## src/rtl/universal_shift_reg.sv

```systemverilog
// rtl/universal_shift_reg.sv - WIDTH-bit universal shift register (hold, shift left, shift right, parallel load)
// Output is taken straight from the state flops, so no input reaches it without a clock edge.

module universal_shift_reg #(
   parameter int WIDTH = 4
) (
   input  logic             clk,
   input  logic             reset,
   input  logic             serial_right_in,
   input  logic             serial_left_in,
   input  logic [1:0]       sel,
   input  logic [WIDTH-1:0] parallel_in,
   output logic [WIDTH-1:0] parallel_data_out
);

   logic [WIDTH-1:0] r_q;
   logic [WIDTH-1:0] w_next;

   // Undefined sel values fall through to hold.
   always_comb begin
      w_next = r_q;
      case (sel)
         2'b00:   w_next = r_q;
         2'b01:   w_next = {r_q[WIDTH-2:0], serial_left_in};
         2'b10:   w_next = {serial_right_in, r_q[WIDTH-1:1]};
         2'b11:   w_next = parallel_in;
         default: w_next = r_q;
      endcase
   end

   always_ff @(posedge clk) begin
      if (reset) begin
         r_q <= '0;
      end else begin
         r_q <= w_next;
      end
   end

   assign parallel_data_out = r_q;

endmodule

```

## config.mk

```make
export PLATFORM = sky130hd
export DESIGN_NAME = universal_shift_reg
export DESIGN_NICKNAME = d
export VERILOG_FILES = /design/src/rtl/universal_shift_reg.sv
export SDC_FILE = /design/constraint.sdc
export NUM_CORES = 1
export LEC_CHECK = 0
export BUFFER_PORTS_ARGS = -buffer_cell sky130_fd_sc_hd__buf_2
export CORE_AREA = 8 8 45 47
export CTS_CLUSTER_DIAMETER = 30
export DETAILED_ROUTE_END_ITERATION = 12
export DIE_AREA = 0 0 53 55
export GPL_TIMING_DRIVEN = 0
export PLACE_DENSITY = 0.41
export SYNTH_ARGS = -nofsm -noshare
export SYNTH_HDL_FRONTEND = slang
export SYNTH_SLANG_ARGS = --single-unit
```

## constraint.sdc

```tcl
create_clock -name clk -period 1.9 [get_ports clk]
set_input_delay 0.19 -clock clk [delete_from_list [all_inputs] [get_ports clk]]
set_output_delay 0.19 -clock clk [all_outputs]
set_load 0.02 [all_outputs]
```

# Word-level counts from Yosys, hierarchy flattened
# Index checks and enable logic that the tools add are counted.
# W data, S select, Z words.
dict set report word_totals {
  word_cells 6
  ff_bits 4
}
dict set report op_classes {
  reduce_logical 1
  n_eq_ne 3
  mux 1
}
# cell count
set ops {}
lappend ops {{$pmux W4 S3} 1}
lappend ops {{$eq A2 B2 Y1 const B} 2}
lappend ops {{$eq A2 B1 Y1 const B} 1}
lappend ops {{$logic_not A2 Y1} 1}

# Depth between registers and ports, before layout
# Gate-level depths: netlist of run 1.
dict set report logic_depth {
  depth_word 2
  depth_mapped 2
  ltp_nobuf 2
}

# Least setup slack after synthesis of run 1
# Ideal clock, no wire load.
dict set report synth_path {
  kind {reg-to-reg}
  startpoint {reg r_q[1] (netlist: parallel_data_out[1])}
  endpoint {reg r_q[0] (netlist: parallel_data_out[0])}
  arrival_ps 990
  required_time_ps 1786
  path_stages_with_launch 3
  synth_period_minus_slack_ps 1104
  path_buffers 0
  setup_slack_ps 796
  cell_sequence {dfxtp_1 > mux4_1 > nor2b_1}
}
dict set report synth_via {
  elab_chain_len 1
}
# item line
set synth_lines {}
lappend synth_lines {{start: declaration} 16} ;# logic [WIDTH-1:0] r_q;
lappend synth_lines {{start signal: assignment} 35} ;# r_q <= w_next;
lappend synth_lines {{$pmux W4 S3} 22} ;# case (sel)
# No other way between the ends.
# A chain may end at the register's enable or synchronous reset.

# Worst setup path in the final report of run 1
# Same ends and word-level chain as after synthesis.

==> impl_metrics.toml, run 1 <==
[yosys]
synth_top_area_frac = 0.403
synth_top_cells_by_area = "dfxtp_1, mux4_2, mux4_1, nor2b_1"
syn_nets = 22
synth_ff_type = "dfxtp_1"
syn_inst = 12
syn_avg_cell_area_um2 = 16.6
synth.distinct_cells = 4
yosysTopAreaCell = "dfxtp_1"
yosys_warnings = 0
ys_seq_area_frac = 0.403
synth_edf_count = 0
ys_ff_latch = 4
syn-cell-area_um2 = 199
ys_async_sr_fraction = 0
yosys-top-cells-count = "dfxtp_1, nor2b_1, mux4_2, mux4_1"

[timing]
tightest_slew_ps = 135
max_freq_ghz = 0.952
setup_violations = 0
hold_violations = 0
clock_skew_ps = 5.05
period_share = 0.553
period_minus_slack_ps = 1050
fin_hold_ws_ps = 169
rsz0062_at_grt = "false"
drv_slew = 0
setup_tns_ps = 0
max_slew_margin = 0.910

[detailed_routing]
drt_iter0_drc = 3
ant_nets = 0
wl_um = 564
vias_per_cell = 4.20
wl_per_cell_um = 12.8
dr_total_vias = 185
dr.pass1.iters = 3
route.detailed.drc = 0

[critical_path]
critPathTopFamily = "multiplexers"
cp_slowest_cell = "mux4_1"
slowest_delay_ps = 480
crit_arrival_ps = 1170
critical_path_peak_fanout = 4
start_kind = "flop"
path_class = "reg2reg"
cp-startpoint = "parallel_data_out[1]"
worst_ep_required_time_ps = 2020
critical_path_buf_inv_count = 0
path_cells = "mux4_1 -> nor2b_1"
r2r-start = "parallel_data_out[1]"
end_kind = "flop"

[clock_tree]
post_cts_resized = 0
cts_buffer_depth = 2
clock-sinks = 4
clk_transition_reported_paths_ps = 40
cts_buffers = 3
clockRootBuffer = "clkbuf_4"
h-tree-depth = 1
cts_hold_buf = 0
cts_tree = "built"
cts_setup_buffers = 0
clk-insertion-delay-late_ps = 230

[pwr]
p_per_area_mw_per_mm2 = 790
p_leak_nw = 0.144
ir_drop_v = 0.000493

[layout]
fin_nets = 40
drive_above_1_share = 0.679
area.growth.synth_to_final_pct = 54.1
largest_reg_flops = 4
num_antenna_cells = 0

[die]
dieArea_mm2 = 0.00292
boundaryPins = 14
dieWidth_um = 53
die-height_um = 55
core_area_mm2 = 0.00138
num_rows = 14
start_util = 0.144

[global_routing]
grt_first_pass_wirelength_mm = 1.01
grt_util_all_layers = 0.0516
grt_max_degree = 5
grt_pass1_vias = 225
antenna_found_initial = 0
grt.overflow.total = 0

[placed_design]
place.gp.congestion = 0.704
port_buffers = 13

[run]
drv_cap = 0

[hold_path]
hold_class = "in2reg"
worstHoldStart = "reset"

[status]
status = "finished clean"
report_power, final:
| group | switching, mW | leakage (nW) | internal (mW) |
|---|---|---|---|
| Clock | 0.0330 | 0.0138 | 0.0705 |
| Combinational | 0.0179 | 0.0968 | 0.0261 |
| Sequential | 0.00440 | 0.0329 | 0.0902 |
area by class of cell:
| cell class | instances | area (µm²) |
|---|---|---|
| Timing Repair Buffer | 13 | 65.1 |
| Clock buffer | 3 | 22.5 |
| Tap cell | 16 | 20.0 |
| Sequential cell | 4 | 80.1 |
| Multi-Input combinational cell | 8 | 119 |
| Fill cell | 156 | 1080 |
final timing paths:
path                            slack [ps]              endpoint  cells past startpoint
worst max-delay path                   850  parallel_data_out[0]                      2
worst min-delay path                   170  parallel_data_out[2]                      2
worst max register to register         850  parallel_data_out[0]                      2
worst min register to register         710  parallel_data_out[0]                      2
metrics by stage:
step	instance area [µm²]	setup slack (ps)	cells	util	total power, mW
floorplan	199	796	12	-	0.120
global placement	284	773	41	0.205	0.139
detailed placement	284	771	41	0.205	0.140
CTS	307	846	44	0.222	0.247
global route	307	809	44	0.222	0.259
finish	307	849	44	0.222	0.242
cell families (layout without fill, tap and decap cells):
group	count (synthesis)	count (layout)	synth area share
muxes	4	4	0.472
DFF	4	4	0.403
and+or+nand+nor	4	4	0.126
buffers and inverters	0	16	0
routing by layer:
| metal | part of all wire | GRT usage | vias up |
|---|---|---|---|
| met3 | 0.20 | 0.0561 | 0 |
| met5 | 0 | 0 | - |
| met2 | 0.28 | 0.0566 | 17 |
| met4 | 0 | 0.0129 | 0 |
| li1 | - | - | 82 |
| met1 | 0.51 | 0.0633 | 86 |
cells in the final DEF, fill, tap and decap left out:
cell type and count:
buf_2 13, dfxtp_1 4, mux4_1 1, clkbuf_4 3, nor2b_1 4, mux4_2 3
worst reg2reg max path, cell delays in order, from the launching register on:
cell     delay, ps
dfxtp_1        320
mux4_1         480
nor2b_1        140
Note: power is estimated with default switching activity, not from simulation.
==> run 2, diff against run 1 <==
--- a/config.mk
+++ b/config.mk
@@ -5,13 +5,14 @@
 export SDC_FILE = /design/constraint.sdc
 export NUM_CORES = 1
 export LEC_CHECK = 0
+export ABC_AREA = 1
 export BUFFER_PORTS_ARGS = -buffer_cell sky130_fd_sc_hd__buf_2
 export CORE_AREA = 8 8 45 47
 export CTS_CLUSTER_DIAMETER = 30
 export DETAILED_ROUTE_END_ITERATION = 12
 export DIE_AREA = 0 0 53 55
 export GPL_TIMING_DRIVEN = 0
-export PLACE_DENSITY = 0.41
+export PLACE_DENSITY = 0.45
 export SYNTH_ARGS = -nofsm -noshare
 export SYNTH_HDL_FRONTEND = slang
 export SYNTH_SLANG_ARGS = --single-unit
==> constraint.sdc (replaced) <==
create_clock -name clk -period 1.1 [get_ports clk]
set_input_delay 0.11 -clock clk [delete_from_list [all_inputs] [get_ports clk]]
set_output_delay 0.11 -clock clk [all_outputs]
set_load 0.02 [all_outputs]
==> run 2 against run 1 <==
Wire length increased by 21%. Utilization increased by 2.9 points. Register-to-register slack got worse by 470 ps. Largest power group unchanged. Via count increased by 49%. Non-clock buffer count unchanged. Largest cell class unchanged. Worst hold slack improved by 5.2 ps. Clock skew decreased by 4.6 ps. Critical path depth decreased by 1.
==> impl_metrics.toml, run 2 <==
[status]
status = "finished clean"

[yosys]
synth_top_cells_by_area = "dfxtp_1, nand3_1, nor2_1, inv_1, nand2_1"
syn_nets = 50
syn-cell-area_um2 = 239
syn_inst = 40
yosys_warnings = 0
ys_async_sr_fraction = 0
synth_ff_type = "dfxtp_1"
synth_top_area_frac = 0.335
synth.distinct_cells = 10
ys_ff_latch = 4
synth_edf_count = 0
yosysTopAreaCell = "dfxtp_1"
ys_seq_area_frac = 0.335
syn_avg_cell_area_um2 = 5.97
yosys-top-cells-count = "nor2_1, nand3_1, inv_1, nand2_1"
synth.most_common_cell = "nor2_1"

[pwr]
swShare = 0.270
switching_power_mw = 0.117
comb_power_share = 0.219
clkPwrFrac = 0.398
seqPwrFrac = 0.383
power_mw = 0.435
ir_drop_v = 0.000411
p_leak_nw = 0.186
p_per_area_mw_per_mm2 = 1250
intPower_mw = 0.317

[die]
boundaryPins = 14
dieWidth_um = 53
num_rows = 14
core_area_mm2 = 0.00138
dieArea_mm2 = 0.00292
start_util = 0.173
die-height_um = 55

[detailed_routing]
route.detailed.drc = 0
wl_um = 681
dr.pass1.iters = 2
dr_total_vias = 275
drt_iter0_drc = 2
wl_per_cell_um = 9.46
vias_per_cell = 3.82
ant_nets = 0

[clock_tree]
clk_transition_reported_paths_ps = 30
clock-sinks = 4
clockRootBuffer = "clkbuf_4"
cts_buffer_depth = 2
h-tree-depth = 1
cts_hold_buf = 0
cts_buffers = 3
clk-insertion-delay-late_ps = 230
post_cts_resized = 0
cts_setup_buffers = 0
cts_tree = "built"

[layout]
fillerInstances = 164
fin_nets = 68
drive_above_1_share = 0.321
final_common_cell = "buf_2"
area.growth.synth_to_final_pct = 45.0
final_cell_mix = "buf_2, nor2_1, nand3_1"
num_antenna_cells = 0
fin_area_um2 = 347
largest_reg_flops = 4

[run]
drv_cap = 0

[timing]
rsz0062_at_grt = "false"
max_slew_margin = 0.903
drv_slew = 0
tightest_slew_ps = 144
fin_ws_ps = 219
period_share = 0.801
setup_tns_ps = 0
max_freq_ghz = 1.14
clock_skew_ps = 0.451
hold_violations = 0
setup_violations = 0
period_minus_slack_ps = 881

[global_routing]
grt.overflow.total = 0
grt_pass1_vias = 257
grt_max_degree = 8
grt_util_all_layers = 0.0519
antenna_found_initial = 0
grt_first_pass_wirelength_mm = 1.06

[critical_path]
cp_slowest_cell = "dfxtp_1"
ff2ff_setup_slack_ps = 380
crit_arrival_ps = 770
critPathTopFamily = "flip-flops"
worst_ep_required_time_ps = 990
start_kind = "flop"
r2r-start = "parallel_data_out[1]"
critical_path_buf_inv_count = 1
critical_path_peak_fanout = 4
path_cells = "buf_2"
cp-startpoint = "parallel_data_out[1]"
end_kind = "primary output"
path_class = "reg2out"
slowest_delay_ps = 360

[placed_design]
place_area_um2 = 324
place.gp.congestion = 0.687
pre_cts_ws_ps = 321
port_buffers = 13

[hold_path]
worstHoldStart = "reset"
hold_class = "in2reg"
[run 2: cell types whose count changed after synthesis, sizes merged]
cell	change
nand2	+7
o21ai	+5
mux4	-4
nor2	+9
a21oi	+1
nand3	+7
inv	+7
nor2b	-4
[run 2: cells by family (layout without fill, tap and decap cells)]
| family | count (synthesis) | in the layout | synth area share |
|---|---|---|---|
| AND/OR/NAND/NOR | 23 | 23 | 0.429 |
| buffers and inverters | 7 | 23 | 0.110 |
| AO/OA/AOI/OAI | 6 | 6 | 0.126 |
| flip-flops | 4 | 4 | 0.335 |
[run 2: worst min-delay path: cells and delay by family]
kind            cells  cell delay (ps)
buf+inv             2              130
compound gates      1               70
simple gates        1               40
[run 2: layer usage]
| metal | track usage | up-vias | wire [µm] |
|---|---|---|---|
| met5 | 0 | - | 0 |
| met1 | 0.0470 | 102 | 286 |
| li1 | - | 160 | - |
| met3 | 0.0455 | 2 | 139 |
| met2 | 0.0625 | 11 | 245 |
| met4 | 0.0647 | 0 | 10 |
[run 2: final timing paths]
check,to,cells after the start
worst max-delay path,parallel_data_out[1],1
worst min register to register,parallel_data_out[3],2
worst max register to register,parallel_data_out[2],4
worst min-delay path,parallel_data_out[0],4
[run 2: metrics by stage]
stage,hold slack (ps),std cells,util
after floorplan,299,40,-
after global placement,421,69,0.234
after detailed placement,411,69,0.234
after CTS,167,72,0.250
after global routing,180,72,0.250
final,175,72,0.250
[run 2: area by class of cell]
| cell class | count | area (µm²) | area share |
|---|---|---|---|
| Tap cell | 16 | 20.0 | 0.0578 |
| Multi-Input combinational cell | 29 | 133 | 0.383 |
| Inverter | 7 | 26.3 | 0.0758 |
| Sequential cell | 4 | 80.1 | 0.231 |
| Clock buffer | 3 | 22.5 | 0.0650 |
| Timing Repair Buffer | 13 | 65.1 | 0.188 |
[run 2: power groups by stage]
stage	Combinational, mW	Sequential (mW)	Clock [mW]
final	0.0952	0.167	0.173
after global routing	0.108	0.168	0.196
after CTS	0.0969	0.167	0.185
after detailed placement	0.0963	0.169	0
after global placement	0.0971	0.169	0
after floorplan	0.0430	0.182	0
==> run 3, diff against run 2 <==
--- a/config.mk
+++ b/config.mk
@@ -12,7 +12,7 @@
 export DETAILED_ROUTE_END_ITERATION = 12
 export DIE_AREA = 0 0 53 55
 export GPL_TIMING_DRIVEN = 0
-export PLACE_DENSITY = 0.45
+export PLACE_DENSITY = 0.46
 export SYNTH_ARGS = -nofsm -noshare
 export SYNTH_HDL_FRONTEND = slang
 export SYNTH_SLANG_ARGS = --single-unit
==> constraint.sdc (replaced) <==
create_clock -name clk -period 0.8 [get_ports clk]
set_input_delay 0.08 -clock clk [delete_from_list [all_inputs] [get_ports clk]]
set_output_delay 0.08 -clock clk [all_outputs]
set_load 0.02 [all_outputs]
==> run 3 against run 2 <==
Global-route usage grew 0.49 points. Flip-flop and latch count is the same. Design area grew 10%. Clock power grew 38%. Count of clock-buffer cells in the layout is the same. Sequential power grew 40%. Register-to-register slack lost 310 ps. Largest power group unchanged.
==> impl_metrics.toml, run 3 (synthesis gave the netlist of run 2 again) <==
[status]
status = "finished clean"

[layout]
fillerInstances = 173
final_cell_mix = "nor2_1, buf_2, nand3_1"
utilization = 0.276
fin_nets = 68
drive_above_1_share = 0.393
area.growth.synth_to_final_pct = 59.7
num_antenna_cells = 0
largest_reg_flops = 4

[die]
start_util = 0.173
core_area_mm2 = 0.00138
dieArea_mm2 = 0.00292
die-height_um = 55
dieWidth_um = 53
num_rows = 14
boundaryPins = 14

[clock_tree]
clk_transition_reported_paths_ps = 40
h-tree-depth = 1
post_cts_resized = 10
cts_tree = "built"
cts_buffer_depth = 2
clock-sinks = 4
cts_hold_buf = 0
cts_setup_buffers = 0
clk-insertion-delay-late_ps = 230
clockRootBuffer = "clkbuf_4"
cts_buffers = 3

[pwr]
p_per_area_mw_per_mm2 = 1630
clkPwrFrac = 0.385
ir_drop_v = 0.000502
p_leak_nw = 0.192
comb_power_share = 0.240
power_mw = 0.621
swShare = 0.267
switching_power_mw = 0.166
seqPwrFrac = 0.375
intPower_mw = 0.455

[timing]
fin_hold_ws_ps = 141
setup_violations = 0
tightest_slew_ps = 157
drv_slew = 0
clock_skew_ps = 2.99
rsz0062_at_grt = "true"
max_freq_ghz = 1.28
hold_violations = 0
max_slew_margin = 0.894
period_share = 0.973
setup_tns_ps = 0
period_minus_slack_ps = 779

[critical_path]
end_kind = "primary output"
slowest_delay_ps = 340
r2r-start = "parallel_data_out[1]"
start_kind = "flop"
crit_arrival_ps = 700
critical_path_peak_fanout = 4
cp-startpoint = "parallel_data_out[1]"
path_class = "reg2out"
critPathTopFamily = "flip-flops"
cp_slowest_cell = "dfxtp_4"
path_cells = "buf_6"
ff2ff_setup_slack_ps = 70
critical_path_buf_inv_count = 1
worst_ep_required_time_ps = 720

[detailed_routing]
dr.pass1.iters = 4
wl_um = 673
vias_per_cell = 3.92
route.detailed.drc = 0
drt_iter0_drc = 2
wl_per_cell_um = 9.35
ant_nets = 0
dr_total_vias = 282

[global_routing]
grt_max_degree = 8
grt_first_pass_wirelength_mm = 1.14
antenna_found_initial = 0
grt.overflow.total = 0
grt_util_all_layers = 0.0568
grt_pass1_vias = 264

[placed_design]
port_buffers = 13
place.gp.congestion = 0.729
dp_hpwl_um = 539

[hold_path]
hold_class = "in2reg"
worstHoldStart = "reset"

[run]
drv_cap = 0
run 3: worst paths after layout:
check                              end  depth (start not counted)
hold / removal    parallel_data_out[3]                          4
setup / recovery  parallel_data_out[1]                          1
setup reg to reg  parallel_data_out[2]                          4
hold reg to reg   parallel_data_out[3]                          2
run 3: power groups by stage:
stage                     combinational [mW]  sequential [mW]  clock (mW)
after floorplan                       0.0591            0.250           0
after global placement                 0.133            0.232           0
after detailed placement               0.132            0.231           0
after CTS                              0.149            0.234       0.252
after global routing                   0.168            0.237       0.279
final                                  0.149            0.233       0.239
run 3: metrics by stage:
step	cells	setup WS, ps	instance area [µm²]
final	72	21.3	382
after global routing	72	-27.5	382
after CTS	72	0.567	372
after detailed placement	69	34.6	324
after global placement	69	41.7	324
after floorplan	40	27.9	239
run 3: per-layer routing:
layer / routed length [µm] / track usage
met5: 0 / 0
met4: 0 / 0.0647
met3: 94 / 0.0428
met2: 289 / 0.0684
met1: 290 / 0.0577
run 3: final cells by class:
cell class / count / area [µm²] / share of cell area
Sequential cell: 4 / 90.1 / 0.236
Multi-Input combinational cell: 29 / 133 / 0.348
Clock buffer: 3 / 22.5 / 0.0590
Timing Repair Buffer: 13 / 90.1 / 0.236
Tap cell: 16 / 20.0 / 0.0525
Inverter: 7 / 26.3 / 0.0689
